### src/rtl/jt12_lin2log_pkg.sv
// Shared widths, FSM state codes and helpers for the jt12_lin2log encoder.
package jt12_lin2log_pkg;

  localparam int LIN_W  = 14;
  localparam int ATT_W  = 12;
  localparam int ROM_AW = 5;
  localparam int MAG_W  = LIN_W - 1;
  localparam int SH_W   = 4;

  localparam logic [ATT_W-1:0] ZERO_ATT_DEF = 12'hFFF;

  typedef logic [1:0] state_t;
  localparam state_t ST_IDLE   = 2'd0;
  localparam state_t ST_NORM   = 2'd1;
  localparam state_t ST_LOOKUP = 2'd2;
  localparam state_t ST_DONE   = 2'd3;

  // |x| in 13 bits; -8192 has no 13-bit magnitude and saturates to 8191.
  function automatic logic [MAG_W-1:0] abs_sat(input logic [LIN_W-1:0] x);
    if (!x[LIN_W-1])
      return x[MAG_W-1:0];
    else if (x[MAG_W-1:0] == '0)
      return '1;
    else
      return ~x[MAG_W-1:0] + 13'd1;
  endfunction

  function automatic logic [SH_W-1:0] lzc13(input logic [MAG_W-1:0] x);
    logic [SH_W-1:0] cnt;
    logic            found;
    cnt   = '0;
    found = 1'b0;
    for (int i = MAG_W - 1; i >= 0; i--) begin
      if (!found) begin
        if (x[i]) found = 1'b1;
        else      cnt   = cnt + 4'd1;
      end
    end
    return cnt;
  endfunction

endpackage

### src/rtl/jt12_logrom.sv
// Registered 32-entry log2 mantissa table, L[k] = round(-log2((32+k)/64)*256).
// L[0]=256 does not fit 8 bits, so it is stored as 0 and the caller adds the carry.
module jt12_logrom
  import jt12_lin2log_pkg::*;
(
  input  logic              clk,
  input  logic              rst,
  input  logic              clk_en_i,
  input  logic [ROM_AW-1:0] addr_i,
  output logic [7:0]        data_o
);

  logic [7:0] rom_val;
  logic [7:0] data_q;

  always_comb begin
    rom_val = 8'd0;
    case (addr_i)
      5'd0:  rom_val = 8'd0;
      5'd1:  rom_val = 8'd245;
      5'd2:  rom_val = 8'd234;
      5'd3:  rom_val = 8'd223;
      5'd4:  rom_val = 8'd212;
      5'd5:  rom_val = 8'd202;
      5'd6:  rom_val = 8'd193;
      5'd7:  rom_val = 8'd183;
      5'd8:  rom_val = 8'd174;
      5'd9:  rom_val = 8'd164;
      5'd10: rom_val = 8'd156;
      5'd11: rom_val = 8'd147;
      5'd12: rom_val = 8'd138;
      5'd13: rom_val = 8'd130;
      5'd14: rom_val = 8'd122;
      5'd15: rom_val = 8'd114;
      5'd16: rom_val = 8'd106;
      5'd17: rom_val = 8'd99;
      5'd18: rom_val = 8'd91;
      5'd19: rom_val = 8'd84;
      5'd20: rom_val = 8'd77;
      5'd21: rom_val = 8'd70;
      5'd22: rom_val = 8'd63;
      5'd23: rom_val = 8'd56;
      5'd24: rom_val = 8'd49;
      5'd25: rom_val = 8'd43;
      5'd26: rom_val = 8'd36;
      5'd27: rom_val = 8'd30;
      5'd28: rom_val = 8'd24;
      5'd29: rom_val = 8'd18;
      5'd30: rom_val = 8'd12;
      5'd31: rom_val = 8'd6;
      default: rom_val = 8'd0;
    endcase
  end

  always_ff @(posedge clk or posedge rst) begin
    if (rst)           data_q <= '0;
    else if (clk_en_i) data_q <= rom_val;
  end

  assign data_o = data_q;

endmodule

### src/rtl/jt12_lin2log.sv
// Linear (signed 14-bit) to log2 attenuation (4.8) encoder with valid/ready on both sides.
// Define JT12_LIN2LOG_FASTNORM_EN to normalise in a single cycle with a priority encoder.
module jt12_lin2log
  import jt12_lin2log_pkg::*;
#(
  parameter logic [11:0] ZERO_ATT = ZERO_ATT_DEF
) (
  input  logic        clk,
  input  logic        rst,
  input  logic        clk_en,
  input  logic [13:0] din,
  input  logic        din_valid,
  output logic        din_ready,
  output logic [11:0] att,
  output logic        sign,
  output logic        dout_valid,
  input  logic        dout_ready,
  output logic [1:0]  dbg_state_o
);

  // Handshake: a word moves only on an enabled edge where valid and ready are
  // both high; att/sign hold steady for as long as dout_valid waits on dout_ready.

  state_t           state_q, state_d;
  logic [MAG_W-1:0] n_q, n_d;
  logic [SH_W-1:0]  s_q, s_d;
  logic             sign_q, sign_d;
  logic [ATT_W-1:0] att_q, att_d;
  logic [MAG_W-1:0] mag;
  logic [7:0]       rom_q;
  logic             k_zero;

  assign mag    = abs_sat(din);
  assign k_zero = (n_q[11:7] == 5'd0);

  // ROM is addressed from the next-state mantissa so its registered output
  // lines up with n_q during LOOKUP.
  jt12_logrom u_rom (
    .clk      (clk),
    .rst      (rst),
    .clk_en_i (clk_en),
    .addr_i   (n_d[11:7]),
    .data_o   (rom_q)
  );

  always_comb begin
    state_d = state_q;
    n_d     = n_q;
    s_d     = s_q;
    sign_d  = sign_q;
    att_d   = att_q;
    case (state_q)
      ST_IDLE: begin
        if (din_valid) begin
          sign_d = din[13];
          n_d    = mag;
          s_d    = '0;
          if (mag == '0) begin
            att_d   = ZERO_ATT;
            state_d = ST_DONE;
          end
`ifdef JT12_LIN2LOG_FASTNORM_EN
          else begin
            n_d     = mag << lzc13(mag);
            s_d     = lzc13(mag);
            state_d = ST_LOOKUP;
          end
`else
          else if (mag[12]) begin
            state_d = ST_LOOKUP;
          end else begin
            state_d = ST_NORM;
          end
`endif
        end
      end
      ST_NORM: begin
        if (n_q == '0) begin
          att_d   = ZERO_ATT;
          state_d = ST_DONE;
        end else if (n_q[12]) begin
          state_d = ST_LOOKUP;
        end else begin
          // Leave on the shift that brings the leading one to bit 12.
          n_d = {n_q[11:0], 1'b0};
          s_d = s_q + 4'd1;
          if (n_q[11]) state_d = ST_LOOKUP;
        end
      end
      ST_LOOKUP: begin
        att_d   = {s_q, 8'h00} + {3'b000, k_zero, rom_q};
        state_d = ST_DONE;
      end
      ST_DONE: begin
        if (dout_ready) state_d = ST_IDLE;
      end
      default: state_d = ST_IDLE;
    endcase
  end

  always_ff @(posedge clk or posedge rst) begin
    if (rst) begin
      state_q <= ST_IDLE;
      n_q     <= '0;
      s_q     <= '0;
      sign_q  <= 1'b0;
      att_q   <= '0;
    end else if (clk_en) begin
      state_q <= state_d;
      n_q     <= n_d;
      s_q     <= s_d;
      sign_q  <= sign_d;
      att_q   <= att_d;
    end
  end

  assign din_ready   = (state_q == ST_IDLE);
  assign dout_valid  = (state_q == ST_DONE);
  assign att         = att_q;
  assign sign        = sign_q;
  assign dbg_state_o = state_q;

endmodule
### config.mk
export PLATFORM = sky130hd
export DESIGN_NAME = jt12_lin2log
export DESIGN_NICKNAME = d
export VERILOG_FILES = /design/src/rtl/jt12_lin2log_pkg.sv /design/src/rtl/jt12_logrom.sv /design/src/rtl/jt12_lin2log.sv
export SDC_FILE = /design/constraint.sdc
export NUM_CORES = 1
export LEC_CHECK = 0
export ABC_AREA = 1
export CAP_MARGIN = 15
export CORE_ASPECT_RATIO = 1.25
export CORE_UTILIZATION = 41
export CTS_CLUSTER_DIAMETER = 100
export DETAILED_ROUTE_END_ITERATION = 12
export HOLD_SLACK_MARGIN = 0.08
export PLACE_DENSITY_LB_ADDON = 0.12
export RECOVER_POWER = 25
export SYNTH_ARGS = -nofsm -noshare
export SYNTH_HDL_FRONTEND = slang
export SYNTH_SLANG_ARGS = --single-unit
### constraint.sdc
create_clock -name clk -period 2 [get_ports clk]
set_input_delay 0.4 -clock clk [delete_from_list [all_inputs] [get_ports clk]]
set_output_delay 0.4 -clock clk [all_outputs]
set_load 0.01 [all_outputs]
==> key figures <==
Outcome
  – Status: finished, violations left
  – Failing checks: negative setup slack

Setup path
  – Startpoint Class: flip-flop
  – CP arrival: 2.17 ns
  – Worst EP required: 2.17 ns
  – Worst-path fanout max: 5
  – CP Capture Type: flip-flop
  – Setup CP Type: flip-flop to flip-flop

Yosys
  – Cell variety after synth: 39
  – Synth area leader: dfrtp_1
  – Top cell type's share of synthesized area: 0.324
  – Top cells by count, synth: nand2_1, nor2_1, inv_1, dfrtp_1, nand3_1
  – Cells after synthesis: 444
  – Syn Std Cell Area: 0.00309 mm²
  – Post-synth EDFFs: 0
  – Yosys reg bits: 40
  – Synth Net Count: 478
  – FFs w/ async S/R, synth: 1.00
  – Ys Warns: 0
  – Mean post-synth cell area: 6.95 µm²
  – Most common cell in the netlist: nand2_1
  – Largest cells by area after synthesis: dfrtp_1, nand2_1, nor2_1
  – Main synth FF type: dfrtp_1
  – Seq/Total Area, Yosys: 0.324

Layout
  – Share of cells above drive strength 1: 0.432
  – Final core utilization: 0.677
  – Number of diodes: 0
  – Design area: 0.00495 mm²
  – Area grow syn2layout: 60.5%
  – Final Non-Filler Cells: 680
  – Final #Nets: 622

Routing
  – Drt first-iter violations: 158
  – Vias/cell: 5.08
  – Routed wire length: 9.28 mm
  – DR pass1 iterations: 5
  – Antenna Nets Post-Route: 0
  – Routed len/inst: 13.7 µm
  – DRC: 0
  – Vias: 3451

Floorplanning
  – Die H: 99.0 µm
  – Initial Utilization: 0.422
  – Die W: 79.6 µm
  – Ports: 36
  – Area of the die: 0.00788 mm²
  – Placement Rows: 35
  – Core box area: 0.00731 mm²

STA
  – Hold Fails Final Rpt: 0
  – Fin crit period: 2.00 ns
  – Setup TNS: -0.00294 ns
  – Pin slew with the least headroom to its limit: 1.01 ns
  – Fin crit share: 1.00
  – Clock Skew: 0.00631 ns
  – # setup viols final: 1
  – Fmax: 499 MHz
  – Pins Over Slew Limit: 0
  – Worst slew margin: 0.329
  – PnR worst setup slack: -0.00294 ns
  – Hold WS: 0.485 ns
  – RSZ-0062 raised after global routing: true

Placement
  – Port Buffers: 35
  – Placed Area: 0.00424 mm²
  – Dpl cells: 642
  – DP Worst Slack: -0.799 ns
  – Placer Congestion: 0.847
  – DP HPWL: 6.72 mm

Min path
  – Type of the most critical hold path: input pin to flip-flop

Clocking
  – CTS buffer count: 5
  – CTS clock-pin slew for the worst setup and hold paths: 0.08 ns
  – CTS sink cnt: 40
  – Clock tree buffer depth: 2
  – H-tree depth: 2
  – CTS tree: built
  – Cell at the root of the clock tree: clkbuf_8
  – Hold_buf cts: 0
  – Worst-Skew Late Latency: 0.29 ns

Power and ir drop
  – Worst vdd ir: 0.00103 V
  – Design Power: 8.40 mW
  – PD cells: 1700 mW/mm²
  – Static Leak: 2.46 nW

GRT
  – All-Layer GR Usage: 0.253
  – GR Overflow Total: 0
  – Antenna violations before repair: 0
  – Number of global-route vias before repair: 3402
  – Global-route wire length before repair: 15.7 mm
  – Largest net degree at the start of global routing: 41

Job
  – Max cap viols: 0
==> kinds of logic (layout without fill, tap and decap cells) <==
| kind of cell | count (synthesis) | count (layout) | synth area share |
|---|---|---|---|
| flip-flops | 40 | 40 | 0.324 |
| AND/OR/NAND/NOR | 240 | 240 | 0.350 |
| AO/OA/AOI/OAI | 82 | 82 | 0.165 |
| adder cells (fa/ha/maj) | 15 | 15 | 0.0608 |
| buffers and inverters | 63 | 207 | 0.0888 |
| XOR/XNOR | 4 | 4 | 0.0114 |
==> cell type report <==
| class | instances | area [µm²] |
|---|---|---|
| clock buffers | 5 | 68.8 |
| clock inverters | 2 | 12.5 |
| fillers | 604 | 2360 |
| inverters | 53 | 230 |
| multi-input cells | 341 | 2260 |
| flip-flops and latches | 40 | 1000 |
| well taps | 92 | 115 |
| repair buffers | 147 | 1260 |
==> per-layer routing <==
metal | track usage | up-vias | share of wire
met1 | 0.330 | 1623 | 0.44
met5 | 0 | - | 0
li1 | - | 1730 | -
met4 | 0.0825 | 0 | 0.020
met2 | 0.436 | 80 | 0.51
met3 | 0.0204 | 18 | 0.029
==> state kept, by name, summed over array words and instances (netlist names) <==
| name | cells |
|---|---|
| sign | 1 |
| att | 12 |
| n_q | 13 |
| u_rom.data_o | 8 |
| dbg_state_o | 2 |
| s_q | 4 |
==> layout by cell type, fill, tap and decap left out, types with 3 or more instances in the layout <==
master and instances:
dlygate4sd2_1 5, o21ai_0 25, ha_1 8, clkbuf_8 5
ha_4 6, nor2_2 9, buf_6 6, a21oi_1 19
inv_4 3, o21ai_1 6, clkdlybuf4s50_1 17, inv_2 10
nand3_2 12, a21oi_2 3, dfrtp_2 3, nand2_4 17
o21ai_2 14, nand3_1 20, o211ai_1 4, nand2_2 16
nand4_1 3, buf_12 3, dfrtp_1 37, buf_2 3
nand3_4 4, nor2_1 37, nand2_1 101, nor2_4 14
buf_4 103, inv_1 36, clkbuf_2 3
==> where the power goes <==
part | total, mW | internal, mW | switching (mW)
clock network | 0.534 | 0.237 | 0.297
logic | 6.27 | 2.95 | 3.32
registers | 1.60 | 1.22 | 0.377
==> path summary, 6_finish.rpt <==
| path | from | end | slack [ns] | depth (start not counted) |
|---|---|---|---|---|
| max in group asynchronous | rst | dbg_state_o[1]$_DFFE_PP0P_ | 0.45 | 3 |
| min in group asynchronous | rst | att[0]$_DFFE_PP0P_ | 0.86 | 3 |
| setup reg to reg | dbg_state_o[0]$_DFFE_PP0P_ | u_rom.data_o[1]$_DFFE_PP0P_ | -0.003 | 15 |
| hold reg to reg | u_rom.data_o[6]$_DFFE_PP0P_ | u_rom.data_o[6]$_DFFE_PP0P_ | 0.50 | 2 |
| setup / recovery | dbg_state_o[0]$_DFFE_PP0P_ | u_rom.data_o[1]$_DFFE_PP0P_ | -0.003 | 15 |
| hold / removal | din[0] | n_q[0]$_DFFE_PP0P_ | 0.48 | 4 |
==> critical path, stage by stage (launching register included) <==
cell	delay (ns)
dfrtp_2	0.41
inv_2	0.07
ha_4	0.19
nor2_4	0.17
inv_2	0.09
nor2_1	0.09
inv_1	0.08
buf_4	0.14
nand3_2	0.08
ha_4	0.21
nand2_1	0.05
nand2_1	0.05
nand2_1	0.06
nand2_1	0.05
nand2_1	0.06
nand3_2	0.08
==> repair_timing <==
item / CTS / global route
endpoints found under the setup margin: 27 / 27
pin swaps: 47 / 32
gates cloned: 3 / 0
gates resized for setup: 105 / 54
buffers inserted: 20 / 11
Power figures use the tool's default switching activity.
